--- src/rtl/dram_write_coalescer_pkg.sv ---
// System-wide TileAccumUnit configuration shared by the write pipeline blocks.
// WCOAL_N_LINE is the default line-buffer depth for dram_write_coalescer.
package TauCfg;
   localparam int VSIZE          = 4;
   localparam int CACHE_SIZE     = 4;
   localparam int DATA_BW        = 32;
   localparam int GLOBAL_ADDR_BW = 16;
   localparam int WCOAL_N_LINE   = 2;
endpackage

--- src/rtl/dram_write_coalescer_line_group_select.sv ---
// Combinational: picks the lowest pending lane's line tag, the lanes sharing it,
// and for each word offset the highest-index group lane writing that word.
module LineGroupSelect #(
   parameter int VSIZE = 4,
   parameter int CSIZE = 4,
   parameter int GBW   = 16,
   localparam int CC_BW = $clog2(CSIZE),
   localparam int LW    = (VSIZE > 1) ? $clog2(VSIZE) : 1,
   localparam int TW    = GBW - CC_BW
) (
   input  logic [VSIZE-1:0][GBW-1:0] addr,
   input  logic [VSIZE-1:0]          pending,
   output logic [TW-1:0]             tag,
   output logic [VSIZE-1:0]          group,
   output logic [CSIZE-1:0]          win_vld,
   output logic [CSIZE-1:0][LW-1:0]  win_lane
);
   always_comb begin
      tag      = '0;
      group    = '0;
      win_vld  = '0;
      win_lane = '0;
      for (int i = VSIZE - 1; i >= 0; i--) begin
         if (pending[i]) tag = addr[i][GBW-1:CC_BW];
      end
      for (int i = 0; i < VSIZE; i++) begin
         group[i] = pending[i] && (addr[i][GBW-1:CC_BW] == tag);
      end
      // ascending scan: a later (higher) lane overwrites the same offset
      for (int i = 0; i < VSIZE; i++) begin
         if (group[i]) begin
            win_vld[addr[i][CC_BW-1:0]]  = 1'b1;
            win_lane[addr[i][CC_BW-1:0]] = LW'(i);
         end
      end
   end
endmodule

--- src/rtl/dram_write_coalescer.sv ---
// Merges address+data warps into an N_LINE line buffer and emits masked line writes; 1 cycle
// accept-to-merge, one line group per MERGE cycle; evictions stall until dramw_ack.
module dram_write_coalescer #(
   parameter int VSIZE  = TauCfg::VSIZE,
   parameter int CSIZE  = TauCfg::CACHE_SIZE,
   parameter int DBW    = TauCfg::DATA_BW,
   parameter int GBW    = TauCfg::GLOBAL_ADDR_BW,
   parameter int N_LINE = TauCfg::WCOAL_N_LINE
) (
   input  logic                      i_clk,
   input  logic                      i_rst,
   input  logic                      addrval_rdy,
   output logic                      addrval_ack,
   input  logic [VSIZE-1:0][GBW-1:0] i_address,
   input  logic [VSIZE-1:0]          i_valid,
   input  logic                      alu_dat_rdy,
   output logic                      alu_dat_ack,
   input  logic [VSIZE-1:0][DBW-1:0] i_alu_dat,
   input  logic                      flush_rdy,
   output logic                      flush_ack,
   output logic                      dramw_rdy,
   input  logic                      dramw_ack,
   output logic [GBW-1:0]            o_dramwa,
   output logic [CSIZE-1:0][DBW-1:0] o_dramwd,
   output logic [CSIZE-1:0]          o_dramw_mask
);
   localparam int CC_BW = $clog2(CSIZE);
   localparam int TW    = GBW - CC_BW;
   localparam int LW    = (VSIZE > 1) ? $clog2(VSIZE) : 1;
   localparam int IW    = (N_LINE > 1) ? $clog2(N_LINE) : 1;
   localparam int AW    = IW;

   // age is an allocation rank among valid entries: 0 is the oldest
   typedef struct packed {
      logic                      valid;
      logic [TW-1:0]             tag;
      logic [AW-1:0]             age;
      logic [CSIZE-1:0]          mask;
      logic [CSIZE-1:0][DBW-1:0] data;
   } entry_t;

   typedef enum logic [1:0] {IDLE, MERGE, EVICT, FLUSH} state_t;

   state_t                      state, ret;
   entry_t                      ent [N_LINE];
   logic [VSIZE-1:0][GBW-1:0]   addr_q;
   logic [VSIZE-1:0][DBW-1:0]   data_q;
   logic [VSIZE-1:0]            pending;
   logic [IW-1:0]               vic;

   logic [TW-1:0]               grp_tag;
   logic [VSIZE-1:0]            group;
   logic [CSIZE-1:0]            win_vld;
   logic [CSIZE-1:0][LW-1:0]    win_lane;

   logic                        hit, free_vld, any_valid, merge_ok, start_ev;
   logic [IW-1:0]               hit_idx, free_idx, old_idx, tgt, ev_idx;
   logic [AW:0]                 nvalid;
   entry_t                      mer, ev_src;

   LineGroupSelect #(.VSIZE(VSIZE), .CSIZE(CSIZE), .GBW(GBW)) u_sel (
      .addr     (addr_q),
      .pending  (pending),
      .tag      (grp_tag),
      .group    (group),
      .win_vld  (win_vld),
      .win_lane (win_lane)
   );

   always_comb begin
      hit       = 1'b0;
      hit_idx   = '0;
      free_vld  = 1'b0;
      free_idx  = '0;
      old_idx   = '0;
      any_valid = 1'b0;
      nvalid    = '0;
      for (int i = N_LINE - 1; i >= 0; i--) begin
         if (ent[i].valid && ent[i].tag == grp_tag) begin
            hit     = 1'b1;
            hit_idx = IW'(i);
         end
         if (!ent[i].valid) begin
            free_vld = 1'b1;
            free_idx = IW'(i);
         end
         if (ent[i].valid && ent[i].age == '0) old_idx = IW'(i);
         if (ent[i].valid) begin
            any_valid = 1'b1;
            nvalid    = nvalid + (AW+1)'(1);
         end
      end
      tgt = hit ? hit_idx : free_idx;
      mer = ent[tgt];
      if (!hit) begin
         mer.valid = 1'b1;
         mer.tag   = grp_tag;
         mer.age   = nvalid[AW-1:0];
         mer.mask  = '0;
      end
      for (int o = 0; o < CSIZE; o++) begin
         if (win_vld[o]) begin
            mer.mask[o] = 1'b1;
            mer.data[o] = data_q[win_lane[o]];
         end
      end
      merge_ok = (state == MERGE) && (pending != '0) && (hit || free_vld);
      // a full line leaves straight from the merge result; otherwise the oldest entry goes
      start_ev = ((state == MERGE) && (pending != '0) && !(hit || free_vld)) ||
                 (merge_ok && (&mer.mask)) ||
                 ((state == FLUSH) && any_valid);
      ev_src   = merge_ok ? mer : ent[old_idx];
      ev_idx   = merge_ok ? tgt : old_idx;
   end

   always_ff @(posedge i_clk or negedge i_rst) begin
      if (!i_rst) begin
         state        <= IDLE;
         ret          <= IDLE;
         addrval_ack  <= 1'b0;
         alu_dat_ack  <= 1'b0;
         flush_ack    <= 1'b0;
         dramw_rdy    <= 1'b0;
         o_dramwa     <= '0;
         o_dramwd     <= '0;
         o_dramw_mask <= '0;
         addr_q       <= '0;
         data_q       <= '0;
         pending      <= '0;
         vic          <= '0;
         for (int i = 0; i < N_LINE; i++) ent[i] <= '0;
      end else begin
         flush_ack <= 1'b0;
         case (state)
            IDLE: begin
               if (addrval_ack) begin
                  addrval_ack <= 1'b0;
                  alu_dat_ack <= 1'b0;
                  addr_q      <= i_address;
                  data_q      <= i_alu_dat;
                  pending     <= i_valid;
                  if (|i_valid) state <= MERGE;
               end else if (addrval_rdy && alu_dat_rdy) begin
                  addrval_ack <= 1'b1;
                  alu_dat_ack <= 1'b1;
               end else if (flush_rdy && !flush_ack) begin
                  state <= FLUSH;
               end
            end
            MERGE: begin
               if (pending == '0) begin
                  state <= IDLE;
               end else if (hit || free_vld) begin
                  ent[tgt] <= mer;
                  pending  <= pending & ~group;
                  if (&mer.mask) state <= EVICT;
                  else if ((pending & ~group) == '0) state <= IDLE;
               end else begin
                  state <= EVICT;
               end
            end
            EVICT: begin
               if (dramw_ack) begin
                  dramw_rdy <= 1'b0;
                  for (int j = 0; j < N_LINE; j++) begin
                     if (ent[j].valid && ent[j].age > ent[vic].age)
                        ent[j].age <= ent[j].age - AW'(1);
                  end
                  ent[vic].valid <= 1'b0;
                  state          <= ret;
               end
            end
            FLUSH: begin
               if (any_valid) begin
                  state <= EVICT;
               end else begin
                  flush_ack <= 1'b1;
                  state     <= IDLE;
               end
            end
            default: state <= IDLE;
         endcase
         if (start_ev) begin
            ret          <= state;
            vic          <= ev_idx;
            dramw_rdy    <= 1'b1;
            o_dramwa     <= {ev_src.tag, {CC_BW{1'b0}}};
            o_dramwd     <= ev_src.data;
            o_dramw_mask <= ev_src.mask;
         end
      end
   end
endmodule
--- config.mk ---
export PLATFORM = sky130hd
export DESIGN_NAME = dram_write_coalescer
export DESIGN_NICKNAME = d
export VERILOG_FILES = /design/src/rtl/dram_write_coalescer_pkg.sv /design/src/rtl/dram_write_coalescer_line_group_select.sv /design/src/rtl/dram_write_coalescer.sv
export SDC_FILE = /design/constraint.sdc
export NUM_CORES = 2
export LEC_CHECK = 0
export ABC_AREA = 1
export CORE_ASPECT_RATIO = 1.2
export CORE_UTILIZATION = 53
export DETAILED_ROUTE_END_ITERATION = 8
export PLACE_DENSITY = 0.78
export SLEW_MARGIN = 20
export SYNTH_ARGS = -nofsm -noshare
export SYNTH_HDL_FRONTEND = slang
export SYNTH_HIERARCHICAL = 1
export SYNTH_SLANG_ARGS = --single-unit
--- constraint.sdc ---
create_clock -name i_clk -period 3.2 [get_ports i_clk]
set_input_delay 0.64 -clock i_clk [delete_from_list [all_inputs] [get_ports i_clk]]
set_output_delay 0.64 -clock i_clk [all_outputs]
set_load 0.005 [all_outputs]
==> flow_summary.yaml <==
global_route:
  overflow: 0
  grt_max_degree: 211
  grt_pass1_wl_mm: 201
  grtUsageTotal_pct: 36.6
  antenna_found_initial: 1
  grt_pass1_vias: 35900
power_and_ir_drop:
  ir_drop_v: 0.000717
  leakagePower_nw: 23.9
  power_density_mw_per_mm2: 1210
  p_total_mw: 57.6
floorplanning:
  num_rows: 105
  dieArea_sq_mm: 0.0708
  die_x_um: 243
  core_sq_mm: 0.0687
  start_util_pct: 53.8
  io_pins: 354
  fp.dieH_um: 291
synth:
  syn-cell-area_sq_mm: 0.0370
  ys_async_sr_fraction_pct: 100
  synth.most_common_cell: "nand2_1"
  synth_edf_count: 0
  yosys-top-cells-count: "1784 x nand2_1, 700 x o21ai_0, 697 x inv_1"
  syn_inst: 5343
  yosys-top-cells-area: "dfrtp_1 44%, nand2_1 18%, o21ai_0 9.5%"
  postSynthAreaPerCell_sq_um: 6.92
  yosys.area.top_type: "dfrtp_1"
  ys.flop_type: "dfrtp_1"
  synth_seq_cells: 647
  ys_seq_area_share_pct: 43.8
  yosysUniqueCellTypes: 41
  synth_top_area_share_pct: 43.8
  yosysWarnings: 6
sta:
  hold_violations: 0
  slew_violations: 0
  fin_skew_ps: 34.9
  fmax_ghz: 0.288
  fin_ws_ps: -268
  tightest_slew_ps: 920
  rsz0062_at_grt: "true"
  fin_tns_setup_ps: -31480
  post-route-period-util_pct: 108
  setup_violations: 290
  maxSlewHeadroom_pct: 38.6
  final.min_clock_period_ps: 3470
critical_path:
  reg2regPathDepth: 20
  cp-end-kind: "flip-flop"
  arrival_ps: 4040
  regToRegStartpoint: "pending[2]$_DFFE_PN0P_"
  cp-endpoint: "o_dramwd[117]$_DFFE_PN0P_"
  path_max_fanout: 36
  r2r_end: "o_dramwd[117]$_DFFE_PN0P_"
  setup.worst_path.start_class: "flip-flop"
  regToRegSetupSlack_ps: -270
  worstSetupStartpoint: "pending[2]$_DFFE_PN0P_"
  path_class: "flip-flop to flip-flop"
  crit_required_ps: 3780
route:
  totalWireLength_mm: 137
  drt-pass1-iter-count: 9
  vias_per_cell: 5.69
  wl_per_cell_um: 20.1
  via_count: 38600
  drt_iter0_markers: 4380
  ant_nets: 0
  drcViolationCount: 0
clocking:
  worstSkewPairLatency_ps: 650
  cts_sinks: 647
  cts_buffers: 72
  cts_tree: "done"
  cts_root_buffer: "clkbuf_16"
  cts_max_path_buffers: 3
  clkTransAtPathRegs_ps: 60
  cts.htree.levels: 3
placement:
  placed_cells: 6607
  io_buffers: 351
  hpwl_mm: 92.3
  place_congestion: 0.950
outcome:
  violations: "setup timing"
  status: "complete, but fails checks"
final_layout:
  drive_gt1_share_pct: 12.4
  register_area_sq_mm: 0.0162
  multi_input_area_sq_mm: 0.0170
  fin_util_pct: 69.5
  syn_to_final_growth_pct: 29.1
  final_cells: 6791
  diodes: 0
  nFillCells: 5584
  fin_nets: 6031
worst_hold_path:
  holdCritStartpoint: "ret[0]$_DFFE_PN0P_"
  hp-class: "flip-flop to flip-flop"
job:
  drv_cap: 0
-- final cells by class --
class	count	area share, %
Clock buffer	99	4.39
Clock inverter	31	0.807
Inverter	725	5.88
Multi-Input combinational cell	3621	35.6
Sequential cell	647	33.9
Tap cell	909	2.38
Timing Repair Buffer	756	17.0
Timing Repair inverter	3	0.0603
-- worst min-delay path by stage --
stage          slack, ps  depth (start not counted)                    end
2_1_floorplan        340                          0  addr_q[0]$_DFFE_PN0P_
3_3_place_gp         450                          1     ret[0]$_DFFE_PN0P_
3_5_place_dp         450                          1     ret[0]$_DFFE_PN0P_
4_1_cts              470                          1     ret[0]$_DFFE_PN0P_
5_1_grt              480                          1     ret[0]$_DFFE_PN0P_
6_report             470                          1     ret[0]$_DFFE_PN0P_
-- cell families after synthesis --
logic type,count (synthesis),synth area share (%)
adder cells (fa/ha/maj),3,0.102
AO/OA/AOI/OAI,1347,19.8
multiplexers,2,0.0609
other,1,0.0101
buffers and inverters,1076,11.7
AND/OR/NAND/NOR,2256,24.2
flip-flops,647,43.8
XOR/XNOR,11,0.261
-- sequential cells by signal, indices dropped and copies added (netlist names) --
signal and cells:
ent 296, alu_dat_ack 1, flush_ack 1, pending 4, ret 2, o_dramw_mask 4
state 2, addr_q 64, dramw_rdy 1, data_q 128, vic 1, o_dramwd 128
o_dramwa 14, addrval_ack 1
-- cells in the final DEF (no fill, tap or decap), types with 94 or more instances in the layout --
cell,n
a21oi_1,286
clkbuf_16,94
o21ai_1,100
o211ai_1,141
o21ai_0,656
nor2_1,184
nand3_1,191
clkdlybuf4s50_1,350
nand2_1,1725
a31oi_1,112
buf_4,277
dfrtp_1,645
inv_1,686
-- power by group --
| group | total (mW) | switching (mW) | internal (mW) |
|---|---|---|---|
| clock | 8.87 | 3.63 | 5.24 |
| sequential | 15.7 | 3.28 | 12.4 |
| combinational | 33.1 | 19.9 | 13.2 |
-- worst max-delay path: stages, from the launching register on --
cell and delay [ps]:
dfrtp_2 420, buf_12 160, nand2_1 140, nand3_1 120
nand2_1 80, nand2_2 200, nand2_1 100, nand2_1 70
nand2_1 90, nor2_2 180, nand3_2 110, nor2_4 220
nand3_2 170, nand2_8 190, buf_12 210, a21oi_1 80
o21ai_0 90, nand3_1 140, a31oi_1 380, nand2_1 120
nand2_1 90
-- metrics by stage --
stage	area (sq um)	hold slack, ps	worst slack (ps)
2_1_floorplan	37000	344	163
3_3_place_gp	43700	451	-267
3_5_place_dp	43700	453	-309
4_1_cts	46600	468	-77.2
5_1_grt	47700	484	-331
6_report	47700	468	-268
-- metal layers --
metal	vias to the layer above	part of all wire, %	global-route usage, %
met3	516	8.8	6.22
met5	-	0.0095	0
li1	18000	-	-
met4	2	8.1	24.7
met2	2082	47	59.7
met1	18000	36	44.3
-- repair_timing --
item / 4_1_cts / 5_1_grt
hold buffers: 1 / 0
buffers inserted: 7 / 17
endpoints found under the setup margin: 417 / 451
resized for setup: 62 / 172
gates cloned: 4 / 25
hold endpoints to repair: 19 / 0
pin swaps: 7 / 58
Note: power is estimated with default switching activity, not from simulation.
